File: src/rtl/uart_cmd_initiator_pkg.sv
// uart_cmd_initiator_pkg
// Shared protocol constants for the flash-image command link: frame and
// command bytes, ack bytes, VERSION response length, status codes, the
// initiator state encoding and the header-byte selector.
// Ports: none (package).
package uart_cmd_initiator_pkg;

  // Frame start and command bytes
  localparam logic [7:0] CMD_HDR     = 8'h21;  // '!'
  localparam logic [7:0] CMD_RD      = 8'h52;  // 'R'
  localparam logic [7:0] CMD_WR      = 8'h57;  // 'W'
  localparam logic [7:0] CMD_VERSION = 8'h56;  // 'V'

  // Ack bytes returned by the responder
  localparam logic [7:0] ACK_WR      = 8'h57;  // 'W' after a write payload
  localparam logic [7:0] ACK_UNKNOWN = 8'h3F;  // '?' for an unknown command

  // Number of bytes in the VERSION response
  localparam logic [23:0] VERSION_LEN = 24'd8;

  typedef enum logic [1:0] {
    STATUS_OK       = 2'd0,
    STATUS_ECHO_ERR = 2'd1,
    STATUS_TIMEOUT  = 2'd2,
    STATUS_ACK_ERR  = 2'd3
  } status_t;

  typedef enum logic [3:0] {
    ST_IDLE,
    ST_HDR,
    ST_CMD,
    ST_ECHO,
    ST_LEN,
    ST_ADDR,
    ST_DATA,
    ST_ACK,
    ST_RECV,
    ST_FIN
  } state_t;

  // Header field bytes in wire order: L2 L1 L0 A3 A2 A1 A0 (big-endian).
  function automatic logic [7:0] hdr_byte(input logic [23:0] len,
                                          input logic [31:0] addr,
                                          input logic [2:0]  idx);
    logic [7:0] b;
    case (idx)
      3'd0:    b = len[23:16];
      3'd1:    b = len[15:8];
      3'd2:    b = len[7:0];
      3'd3:    b = addr[31:24];
      3'd4:    b = addr[23:16];
      3'd5:    b = addr[15:8];
      3'd6:    b = addr[7:0];
      default: b = 8'h00;
    endcase
    return b;
  endfunction

endpackage

File: src/rtl/uart_cmd_initiator_if.sv
// uart_cmd_initiator_if
// Bundles the request, payload, read-data, UART byte and completion signals
// of the command initiator.
//   master : the initiator itself (drives ready/strobe/status outputs)
//   slave  : the surrounding logic and UART pair
interface uart_cmd_initiator_if;

  logic        req_valid;
  logic        req_ready;
  logic [7:0]  req_cmd;
  logic [23:0] req_len;
  logic [31:0] req_addr;

  logic [7:0]  wr_data;
  logic        wr_valid;
  logic        wr_ready;

  logic [7:0]  rd_data;
  logic        rd_valid;

  logic [7:0]  uart_txd;
  logic        uart_txd_strobe;
  logic        uart_txd_ready;
  logic [7:0]  uart_rxd;
  logic        uart_rxd_strobe;

  logic        busy;
  logic        done;
  logic [1:0]  status;

  modport master (
    input  req_valid, req_cmd, req_len, req_addr,
    input  wr_data, wr_valid,
    input  uart_txd_ready, uart_rxd, uart_rxd_strobe,
    output req_ready, wr_ready, rd_data, rd_valid,
    output uart_txd, uart_txd_strobe,
    output busy, done, status
  );

  modport slave (
    output req_valid, req_cmd, req_len, req_addr,
    output wr_data, wr_valid,
    output uart_txd_ready, uart_rxd, uart_rxd_strobe,
    input  req_ready, wr_ready, rd_data, rd_valid,
    input  uart_txd, uart_txd_strobe,
    input  busy, done, status
  );

endinterface

File: src/rtl/uart_cmd_initiator.sv
// uart_cmd_initiator
// Host-side initiator for the serial flash-image command protocol. Takes one
// request at a time, sends '!' + command, checks the echo, sends the 3-byte
// length and 4-byte address for R/W, then streams write payload out or read
// data in, and finishes with a one-cycle done pulse plus a status code.
// Ports:
//   clk    system clock, everything on posedge
//   reset  asynchronous, active-high
//   bus    uart_cmd_initiator_if.master: request, payload, read data,
//          UART byte interface, busy/done/status
// Parameter:
//   TIMEOUT  idle cycles allowed while waiting for any response byte
module uart_cmd_initiator
  import uart_cmd_initiator_pkg::*;
#(
  parameter int unsigned TIMEOUT = 1_000_000
) (
  input logic                  clk,
  input logic                  reset,
  uart_cmd_initiator_if.master bus
);

  localparam logic [31:0] TIMER_LAST = TIMEOUT - 32'd1;

  state_t      state;
  logic [7:0]  cmd_q;
  logic [23:0] len_q;
  logic [31:0] addr_q;
  logic [2:0]  field_idx;
  logic [23:0] count;
  logic [31:0] timer;
  status_t     result;

  logic send_ok;
  logic waiting;
  logic timed_out;

  // A byte may be strobed only when the transmitter is idle and no strobe
  // was issued last cycle, so strobes are never back to back.
  assign send_ok   = bus.uart_txd_ready && !bus.uart_txd_strobe;
  assign waiting   = (state == ST_ECHO) || (state == ST_ACK) || (state == ST_RECV);
  assign timed_out = (timer == TIMER_LAST);

  // Payload is accepted combinationally so it is strobed in the same cycle.
  assign bus.wr_ready = (state == ST_DATA) && send_ok && (count != 24'd0);

  // Single FSM with registered outputs. The timeout counter only advances
  // in the waiting states and is cleared by any rx strobe or by being in a
  // non-waiting state, which also clears it on entry to a waiting state.
  always_ff @(posedge clk or posedge reset) begin
    if (reset) begin
      state               <= ST_IDLE;
      cmd_q               <= '0;
      len_q               <= '0;
      addr_q              <= '0;
      field_idx           <= '0;
      count               <= '0;
      timer               <= '0;
      result              <= STATUS_OK;
      bus.req_ready       <= 1'b0;
      bus.rd_data         <= '0;
      bus.rd_valid        <= 1'b0;
      bus.uart_txd        <= '0;
      bus.uart_txd_strobe <= 1'b0;
      bus.busy            <= 1'b0;
      bus.done            <= 1'b0;
      bus.status          <= '0;
    end else begin
      bus.uart_txd_strobe <= 1'b0;
      bus.rd_valid        <= 1'b0;
      bus.done            <= 1'b0;

      if (waiting && !bus.uart_rxd_strobe) begin
        timer <= timer + 32'd1;
      end else begin
        timer <= '0;
      end

      case (state)
        ST_IDLE: begin
          bus.req_ready <= 1'b1;
          if (bus.req_valid && bus.req_ready) begin
            cmd_q         <= bus.req_cmd;
            len_q         <= bus.req_len;
            addr_q        <= bus.req_addr;
            result        <= STATUS_OK;
            bus.busy      <= 1'b1;
            bus.req_ready <= 1'b0;
            state         <= ST_HDR;
          end
        end

        ST_HDR: begin
          if (send_ok) begin
            bus.uart_txd        <= CMD_HDR;
            bus.uart_txd_strobe <= 1'b1;
            state               <= ST_CMD;
          end
        end

        ST_CMD: begin
          if (send_ok) begin
            bus.uart_txd        <= cmd_q;
            bus.uart_txd_strobe <= 1'b1;
            state               <= ST_ECHO;
          end
        end

        ST_ECHO: begin
          if (bus.uart_rxd_strobe) begin
            if (bus.uart_rxd != cmd_q) begin
              result <= STATUS_ECHO_ERR;
              state  <= ST_FIN;
            end else if ((cmd_q == CMD_RD) || (cmd_q == CMD_WR)) begin
              field_idx <= 3'd0;
              state     <= ST_LEN;
            end else if (cmd_q == CMD_VERSION) begin
              count <= VERSION_LEN;
              state <= ST_RECV;
            end else begin
              state <= ST_ACK;
            end
          end else if (timed_out) begin
            result <= STATUS_TIMEOUT;
            state  <= ST_FIN;
          end
        end

        // field_idx runs 0..6 across LEN and ADDR to pick the header byte.
        ST_LEN: begin
          if (send_ok) begin
            bus.uart_txd        <= hdr_byte(len_q, addr_q, field_idx);
            bus.uart_txd_strobe <= 1'b1;
            field_idx           <= field_idx + 3'd1;
            if (field_idx == 3'd2) begin
              state <= ST_ADDR;
            end
          end
        end

        // The branch is taken the cycle after A0 goes out (field_idx == 7).
        ST_ADDR: begin
          if (field_idx == 3'd7) begin
            count <= len_q;
            if (cmd_q == CMD_RD) begin
              state <= (len_q == 24'd0) ? ST_FIN : ST_RECV;
            end else begin
              state <= ST_DATA;
            end
          end else if (send_ok) begin
            bus.uart_txd        <= hdr_byte(len_q, addr_q, field_idx);
            bus.uart_txd_strobe <= 1'b1;
            field_idx           <= field_idx + 3'd1;
          end
        end

        // A stalled payload source is waited on indefinitely.
        ST_DATA: begin
          if (count == 24'd0) begin
            state <= ST_ACK;
          end else if (bus.wr_valid && bus.wr_ready) begin
            bus.uart_txd        <= bus.wr_data;
            bus.uart_txd_strobe <= 1'b1;
            count               <= count - 24'd1;
          end
        end

        // Only a write can succeed here; '?' for other commands still
        // reports an ack error.
        ST_ACK: begin
          if (bus.uart_rxd_strobe) begin
            if ((cmd_q == CMD_WR) && (bus.uart_rxd == ACK_WR)) begin
              result <= STATUS_OK;
            end else begin
              result <= STATUS_ACK_ERR;
            end
            state <= ST_FIN;
          end else if (timed_out) begin
            result <= STATUS_TIMEOUT;
            state  <= ST_FIN;
          end
        end

        ST_RECV: begin
          if (bus.uart_rxd_strobe) begin
            bus.rd_data  <= bus.uart_rxd;
            bus.rd_valid <= 1'b1;
            count        <= count - 24'd1;
            if (count == 24'd1) begin
              state <= ST_FIN;
            end
          end else if (timed_out) begin
            result <= STATUS_TIMEOUT;
            state  <= ST_FIN;
          end
        end

        ST_FIN: begin
          bus.done   <= 1'b1;
          bus.status <= result;
          bus.busy   <= 1'b0;
          state      <= ST_IDLE;
        end

        default: state <= ST_IDLE;
      endcase
    end
  end

endmodule
File: src/flat_wrapper.sv
// flat-port wrapper written by rule: the top's interface ports become plain ports
module uart_cmd_initiator_flat import uart_cmd_initiator_pkg::*;
#(
  parameter int unsigned TIMEOUT = 1_000_000
)
  (clk, reset, bus_req_valid, bus_req_cmd, bus_req_len, bus_req_addr, bus_wr_data, bus_wr_valid, bus_uart_txd_ready, bus_uart_rxd, bus_uart_rxd_strobe, bus_req_ready, bus_wr_ready, bus_rd_data, bus_rd_valid, bus_uart_txd, bus_uart_txd_strobe, bus_busy, bus_done, bus_status);
  uart_cmd_initiator_if bus_i ();
  input logic clk;
  input logic reset;
  input wire logic [$bits(bus_i.req_valid)-1:0] bus_req_valid;
  input wire logic [$bits(bus_i.req_cmd)-1:0] bus_req_cmd;
  input wire logic [$bits(bus_i.req_len)-1:0] bus_req_len;
  input wire logic [$bits(bus_i.req_addr)-1:0] bus_req_addr;
  input wire logic [$bits(bus_i.wr_data)-1:0] bus_wr_data;
  input wire logic [$bits(bus_i.wr_valid)-1:0] bus_wr_valid;
  input wire logic [$bits(bus_i.uart_txd_ready)-1:0] bus_uart_txd_ready;
  input wire logic [$bits(bus_i.uart_rxd)-1:0] bus_uart_rxd;
  input wire logic [$bits(bus_i.uart_rxd_strobe)-1:0] bus_uart_rxd_strobe;
  output wire logic [$bits(bus_i.req_ready)-1:0] bus_req_ready;
  output wire logic [$bits(bus_i.wr_ready)-1:0] bus_wr_ready;
  output wire logic [$bits(bus_i.rd_data)-1:0] bus_rd_data;
  output wire logic [$bits(bus_i.rd_valid)-1:0] bus_rd_valid;
  output wire logic [$bits(bus_i.uart_txd)-1:0] bus_uart_txd;
  output wire logic [$bits(bus_i.uart_txd_strobe)-1:0] bus_uart_txd_strobe;
  output wire logic [$bits(bus_i.busy)-1:0] bus_busy;
  output wire logic [$bits(bus_i.done)-1:0] bus_done;
  output wire logic [$bits(bus_i.status)-1:0] bus_status;
  assign bus_i.req_valid = bus_req_valid;
  assign bus_i.req_cmd = bus_req_cmd;
  assign bus_i.req_len = bus_req_len;
  assign bus_i.req_addr = bus_req_addr;
  assign bus_i.wr_data = bus_wr_data;
  assign bus_i.wr_valid = bus_wr_valid;
  assign bus_i.uart_txd_ready = bus_uart_txd_ready;
  assign bus_i.uart_rxd = bus_uart_rxd;
  assign bus_i.uart_rxd_strobe = bus_uart_rxd_strobe;
  assign bus_req_ready = bus_i.req_ready;
  assign bus_wr_ready = bus_i.wr_ready;
  assign bus_rd_data = bus_i.rd_data;
  assign bus_rd_valid = bus_i.rd_valid;
  assign bus_uart_txd = bus_i.uart_txd;
  assign bus_uart_txd_strobe = bus_i.uart_txd_strobe;
  assign bus_busy = bus_i.busy;
  assign bus_done = bus_i.done;
  assign bus_status = bus_i.status;
  uart_cmd_initiator #(.TIMEOUT(TIMEOUT)) u_core (.clk(clk), .reset(reset), .bus(bus_i));
endmodule
File: config.mk
export PLATFORM = sky130hd
export DESIGN_NAME = uart_cmd_initiator_flat
export DESIGN_NICKNAME = d
export VERILOG_FILES = /design/src/rtl/uart_cmd_initiator_pkg.sv /design/src/rtl/uart_cmd_initiator_if.sv /design/src/rtl/uart_cmd_initiator.sv /design/src/flat_wrapper.sv
export SDC_FILE = /design/constraint.sdc
export NUM_CORES = 1
export LEC_CHECK = 0
export CORE_ASPECT_RATIO = 1.25
export CORE_UTILIZATION = 45
export DETAILED_ROUTE_END_ITERATION = 6
export GPL_ROUTABILITY_DRIVEN = 0
export PLACE_DENSITY_LB_ADDON = 0.1
export SLEW_MARGIN = 20
export SYNTH_ARGS = -nofsm -noshare
export SYNTH_HDL_FRONTEND = slang
export SYNTH_SLANG_ARGS = --single-unit
File: constraint.sdc
create_clock -name clk -period 5.4 [get_ports clk]
set_input_delay 0.54 -clock clk [delete_from_list [all_inputs] [get_ports clk]]
set_output_delay 0.54 -clock clk [all_outputs]
set_load 0.01 [all_outputs]
# Yosys cells after proc, flatten, opt, wreduce, memory -nomap -nowiden
# Index checks and enable logic that the tools add are counted.
[word_totals]
register_bits = 152
inputBits = 86
[classes]
n_mux = 61
add_sub_neg = 3
reduce_logical = 31
eq_ne = 42
[op_table]
columns = ["cell", "n"]
rows = [
  ["24-bit 2-to-1 mux", 8],
  ["24-bit one-hot mux with 4 select lines", 1],
  ["4-bit 2-to-1 mux", 16],
  ["8-bit one-hot mux with 7 select lines", 1],
  ["24-bit logical NOT", 2],
  ["8-bit 2-to-1 mux", 6],
  ["8-bit one-hot mux with 5 select lines", 1],
  ["4-bit one-hot mux with 9 select lines", 1],
  ["32-bit by 1-bit adder with 32-bit output, second input constant", 1],
  ["32-bit by 20-bit equality test with 1-bit output, second input constant", 1],
  ["8-bit by 7-bit equality test with 1-bit output, second input constant", 4],
  ["32-bit 2-to-1 mux", 1],
  ["24-bit by 1-bit equality test with 1-bit output, second input constant", 1],
  ["24-bit nonzero test", 1],
  ["24-bit by 1-bit subtractor with 24-bit output, second input constant", 1],
  ["2-bit != test, second input constant", 11],
  ["4-bit by 3-bit equality test with 1-bit output, second input constant", 4],
  ["3-bit 2-to-1 mux", 5],
  ["2-bit 2-to-1 mux", 7],
  ["3-bit equality test, second input constant", 4],
  ["2-bit by 1-bit != test with 1-bit output, second input constant", 6],
  ["1-bit 2-to-1 mux", 10],
  ["3-bit one-hot mux with 3 select lines", 1],
  ["9-bit AND reduction", 1],
  ["26 further kinds", 42],
]

# Logic depth before layout (Yosys ltp)
[depth]
depth_word = 8
mapped_depth = 9

# Least setup slack after synthesis
# No wires, ideal clock.
[synth_timing]
path_kind = "register to register"
start = "register u_core.field_idx[0]"
end = "register u_core.bus.uart_txd[0]"
period_less_slack_ps = 2265
path_stages_with_launch = 7
setup_ps = 125
t_required_ps = 5275
path_slack_ps = 3135
t_arrival_ps = 2140
path_cell_list = "dfrtp_1 > ha_1 > ha_1 > buf_1 > o41ai_1 > o22ai_1 > mux2_4"
[synth_via]
elab_chain_cells = 5
[synth_lines]
columns = ["element", "line_no", "rtl"]
rows = [
  ["start, declared", "uart_cmd_initiator.sv:29", "logic [2:0] field_idx;"],
  ["start signal, assigned", "uart_cmd_initiator.sv:134", "field_idx <= field_idx + 3'd1;"],
  ["start signal, assigned", "uart_cmd_initiator.sv:153", "field_idx <= field_idx + 3'd1;"],
  ["3-bit equality test (tied with other cells)", "uart_cmd_initiator_pkg.sv:46", "case (idx)"],
  ["8-bit one-hot mux with 7 select lines", "uart_cmd_initiator_pkg.sv:46", ""],
  ["8-bit 2-to-1 mux", "uart_cmd_initiator.sv:131", "if (send_ok) begin"],
  ["8-bit 2-to-1 mux", "uart_cmd_initiator.sv:143", "if (field_idx == 3'd7) begin"],
  ["8-bit one-hot mux with 5 select lines", "uart_cmd_initiator.sv:79", "case (state)"],
  ["end signal, assigned", "uart_cmd_initiator.sv:132", "bus.uart_txd <= hdr_byte(len_q, addr_q, field_idx);"],
  ["end signal, assigned", "uart_cmd_initiator.sv:151", "bus.uart_txd <= hdr_byte(len_q, addr_q, field_idx);"],
  ["end signal, assigned", "uart_cmd_initiator.sv:162", "bus.uart_txd <= bus.wr_data;"],
  ["end, declared", "uart_cmd_initiator_if.sv:36", "output uart_txd, uart_txd_strobe,"],
]
# Several ways; a longest one is shown, not always the timed one. The select of a mux whose other input is x is not followed.
# A chain may end at the register's enable or synchronous reset.

# Worst setup path after layout
[layout_timing]
start = "register u_core.state[1]"
end = "register u_core.count[3]"
[layout_via]
elab_chain_cells = 6
[layout_lines]
columns = ["element", "line_no", "rtl"]
rows = [
  ["start, declared", "uart_cmd_initiator.sv:25", "state_t state;"],
  ["start signal, assigned", "uart_cmd_initiator.sv:146", "state <= (len_q == 24'd0) ? ST_FIN : ST_RECV;"],
  ["4-bit by 3-bit equality test with 1-bit output", "uart_cmd_initiator.sv:45, uart_cmd_initiator.sv:79", ""],
  ["1-bit logical AND (2 in a row)", "uart_cmd_initiator.sv:45", "assign bus.wr_ready = (state == ST_DATA) && send_ok && (count != 24'd0);"],
  ["1-bit logical AND", "uart_cmd_initiator.sv:161", "end else if (bus.wr_valid && bus.wr_ready) begin"],
  ["2-bit != test (no line)", "n/a", ""],
  ["9-bit AND reduction (no line)", "n/a", ""],
  ["end signal, assigned", "uart_cmd_initiator.sv:144", "count <= len_q;"],
  ["end signal, assigned", "uart_cmd_initiator.sv:164", "count <= count - 24'd1;"],
  ["end signal, assigned", "uart_cmd_initiator.sv:188", "count <= count - 24'd1;"],
  ["end, declared", "uart_cmd_initiator.sv:30", "logic [23:0] count;"],
]
# Several ways; a longest one is shown, not always the timed one.

==> metrics <==
CTS H-tree lvls=4; CTS resizes=0; post-route minimum period=between 3 and 4 ns; Initial DRT Pass Iterations=7; global route total overflow=0; Initial Util=~46%; P per Cell Area=roughly 490 nW/um^2; # diodes=0; actual slew at the worst max-slew pin=a little under 1 ns; Post-Route Setup TNS=0 ns; routed vias/inst=~5.8; P_sw=roughly 1.9 mW; DR iter-0 viols=between 500 and 600; clock latency on the worst-skew pair=0.42 ns; final hold violations=0; Core Area=17,400 um^2; total track usage=25.0%; io pins=110; RSZ-0062 raised after global routing=false; Row Count=54; syn nets=972; Max Slew Vio Count=0; port buffer count=109; violated checks=design-rule violations; CTS tree=yes; asr flop ratio synth=100%; Max Cap Violations=0; Comb pwr share=36.5%; largest net degree at the start of global routing=67; fin util=~56%; Max Fanout on Critical Path=25; Sw Share=around two fifths; count of warnings emitted by yosys=0; Pint=slightly below 3 mW; critical path class=reg -> reg; global-route wire length before repair=35.3 mm; drt drc=1; die area=between 15,000 and 20,000 um^2; Final nets=between 1,000 and 1,500; antenna-violating nets left=0; Mean Syn Cell Area=just over 9 um^2; antenna violations before repair=0; # placed instances=between 1,000 and 1,500; Max Fclk=304 MHz; number of setup violations in the final report=0; vias=6,947; die height=approximately 150 um; Post-Syn Area=around 8000 um^2; worst vdd ir=0.293 mV; Wirelength per Cell=18.3 um; leak pwr=~4.4 nW; Worst-path clk slew=about 0.060 ns; CTS root buf=clkbuf_16; sequential cell area fraction in the yosys report=a little under half; Worst Skew=between 0.006 and 0.007 ns; Area Growth Syn to Fin=23.3%; startpoint types=flop; Horiz. Die Dim=121 um; Final HPWL DP=roughly 15 mm; Post-CTS Hold Fix Bufs=0; WP data arrival=about 3.6 ns; status=finished, violations left; Worst Hold Class=reg -> reg; Distinct cells, synth=65; Non-Filler Instances=about 1,200; Seq pwr share=38.7%; Slew HR=between 30 and 40%; EDFF count, synth=0; final worst setup slack=roughly 2.1 ns; Syn Inst Count=~880; Num CTS Buffers=17; ys flop type=dfrtp_1; Worst Path Required=approximately 5.7 ns; clock power share=around 25%; crit share post-route=between 60% and 70%; worst slack, placed=about 2.1 ns; Max Root-Sink Buffers=2; layout cells sized above 1=approximately 7.8%; synthesized flop and latch total=between 150 and 200; Sink Count=152; vias in the first global route=roughly 6,600; CP Capture Type=flop; WL final=22.0 mm; postcts setup bufs=0
[cell type report]
cell class,count,area (um^2)
fill,1599,7600
multi-input combinational,658,3920
sequential,152,3800
timing repair buffer,118,1160
clock buffer,19,443
tap,224,280
clock inverter,13,146
inverter,22,87.6
[logic make-up (layout without fill, tap and decap cells)]
kind of cell / Yosys count / after routing / synth area share [%]
buffers and inverters: 66 / 172 / 3.26
DFF: 152 / 152 / 47.7
AOI/OAI and AO/OA: 181 / 181 / 15.4
muxes: 35 / 35 / 5.08
and+or+nand+nor: 398 / 398 / 23.3
adders and majority gates: 10 / 10 / 1.57
xor gates and xnor gates: 34 / 34 / 3.73
[sequential cells by signal (all words and copies together) (netlist names), 2 cells and up]
name and count:
u_core.field_idx 3, u_core.result 2, u_core.bus.rd_data 8, u_core.count 24
u_core.timer 32, u_core.bus.status 2, u_core.addr_q 32, u_core.cmd_q 8
u_core.state 4, u_core.bus.uart_txd 8, u_core.len_q 24
[per-layer routing]
metal,GRT usage (%),part of all wire (%),up-vias
li1,-,-,3302
met1,34.6,45,3418
met2,39.6,48,192
met3,4.07,4.3,35
met4,9.32,2.2,0
met5,0,0,-
[path summary, 6_finish.rpt]
path	startpoint	endpoint	slack [ns]	cells past startpoint
max	u_core.state[1]	u_core.count[3]	2.11	6
min	u_core.addr_q[26]	u_core.addr_q[26]	0.47	2
max reg2reg	u_core.state[1]	u_core.count[3]	2.11	6
min reg2reg	u_core.addr_q[26]	u_core.addr_q[26]	0.47	2
max in group asynchronous	reset	u_core.count[13]	3.80	3
min in group asynchronous	reset	u_core.count[4]	0.54	2
[power by group through the flow]
stage | clock [mW] | combinational (mW) | sequential (mW)
6_report | 1.18 | 1.74 | 1.85
5_1_grt | 1.26 | 1.94 | 1.89
4_1_cts | 1.20 | 1.75 | 1.84
3_5_place_dp | 0 | 1.75 | 1.85
3_3_place_gp | 0 | 1.72 | 1.85
2_1_floorplan | 0 | 1.23 | 1.72
[per-stage QoR]
step	area (um^2)	power, mW	hold slack, ns
after global placement	9250	3.58	0.458
after CTS	9840	4.79	0.479
final	9840	4.77	0.474
after detailed placement	9250	3.59	0.461
after floorplan	7980	2.95	0.444
after global routing	9840	5.09	0.498
[worst max-delay path, stage by stage, from the launching register on]
cell and delay [ns]:
dfrtp_1 0.55, nor4b_2 0.61, nand2_1 0.46, o31a_1 0.22, a211o_1 0.60, or2_4 0.51
o21a_1 0.22
[synth_stat cells (all sizes together), types with 16 or more instances]
master,count,area [um^2]
nand2,209,785
dfrtp,152,3800
nor2,68,255
a21oi,42,210
o21ai,36,180
clkbuf,33,124
xor2,26,228
o31ai,24,180
inv,22,82.6
nor3,21,128
mux2,20,255
nand3,19,95.1
nor4,19,125
a222oi,16,160
[layout by cell type, fill, tap and decap left out, types with 9 or more instances in the layout]
| master | instances |
|---|---|
| nand3_1 | 19 |
| xor2_1 | 26 |
| clkdlybuf4s50_1 | 109 |
| a21oi_1 | 42 |
| clkbuf_16 | 17 |
| o22ai_1 | 10 |
| ha_1 | 10 |
| mux2_2 | 12 |
| nand2_1 | 209 |
| and3_1 | 9 |
| o31ai_1 | 24 |
| buf_4 | 9 |
| inv_1 | 20 |
| nor4_1 | 18 |
| o21ai_0 | 34 |
| dfrtp_1 | 152 |
| nor3_1 | 19 |
| nor2_1 | 68 |
| a222oi_1 | 16 |
| a22oi_1 | 15 |
| mux2i_1 | 15 |
Note: power is estimated with default switching activity, not from simulation.
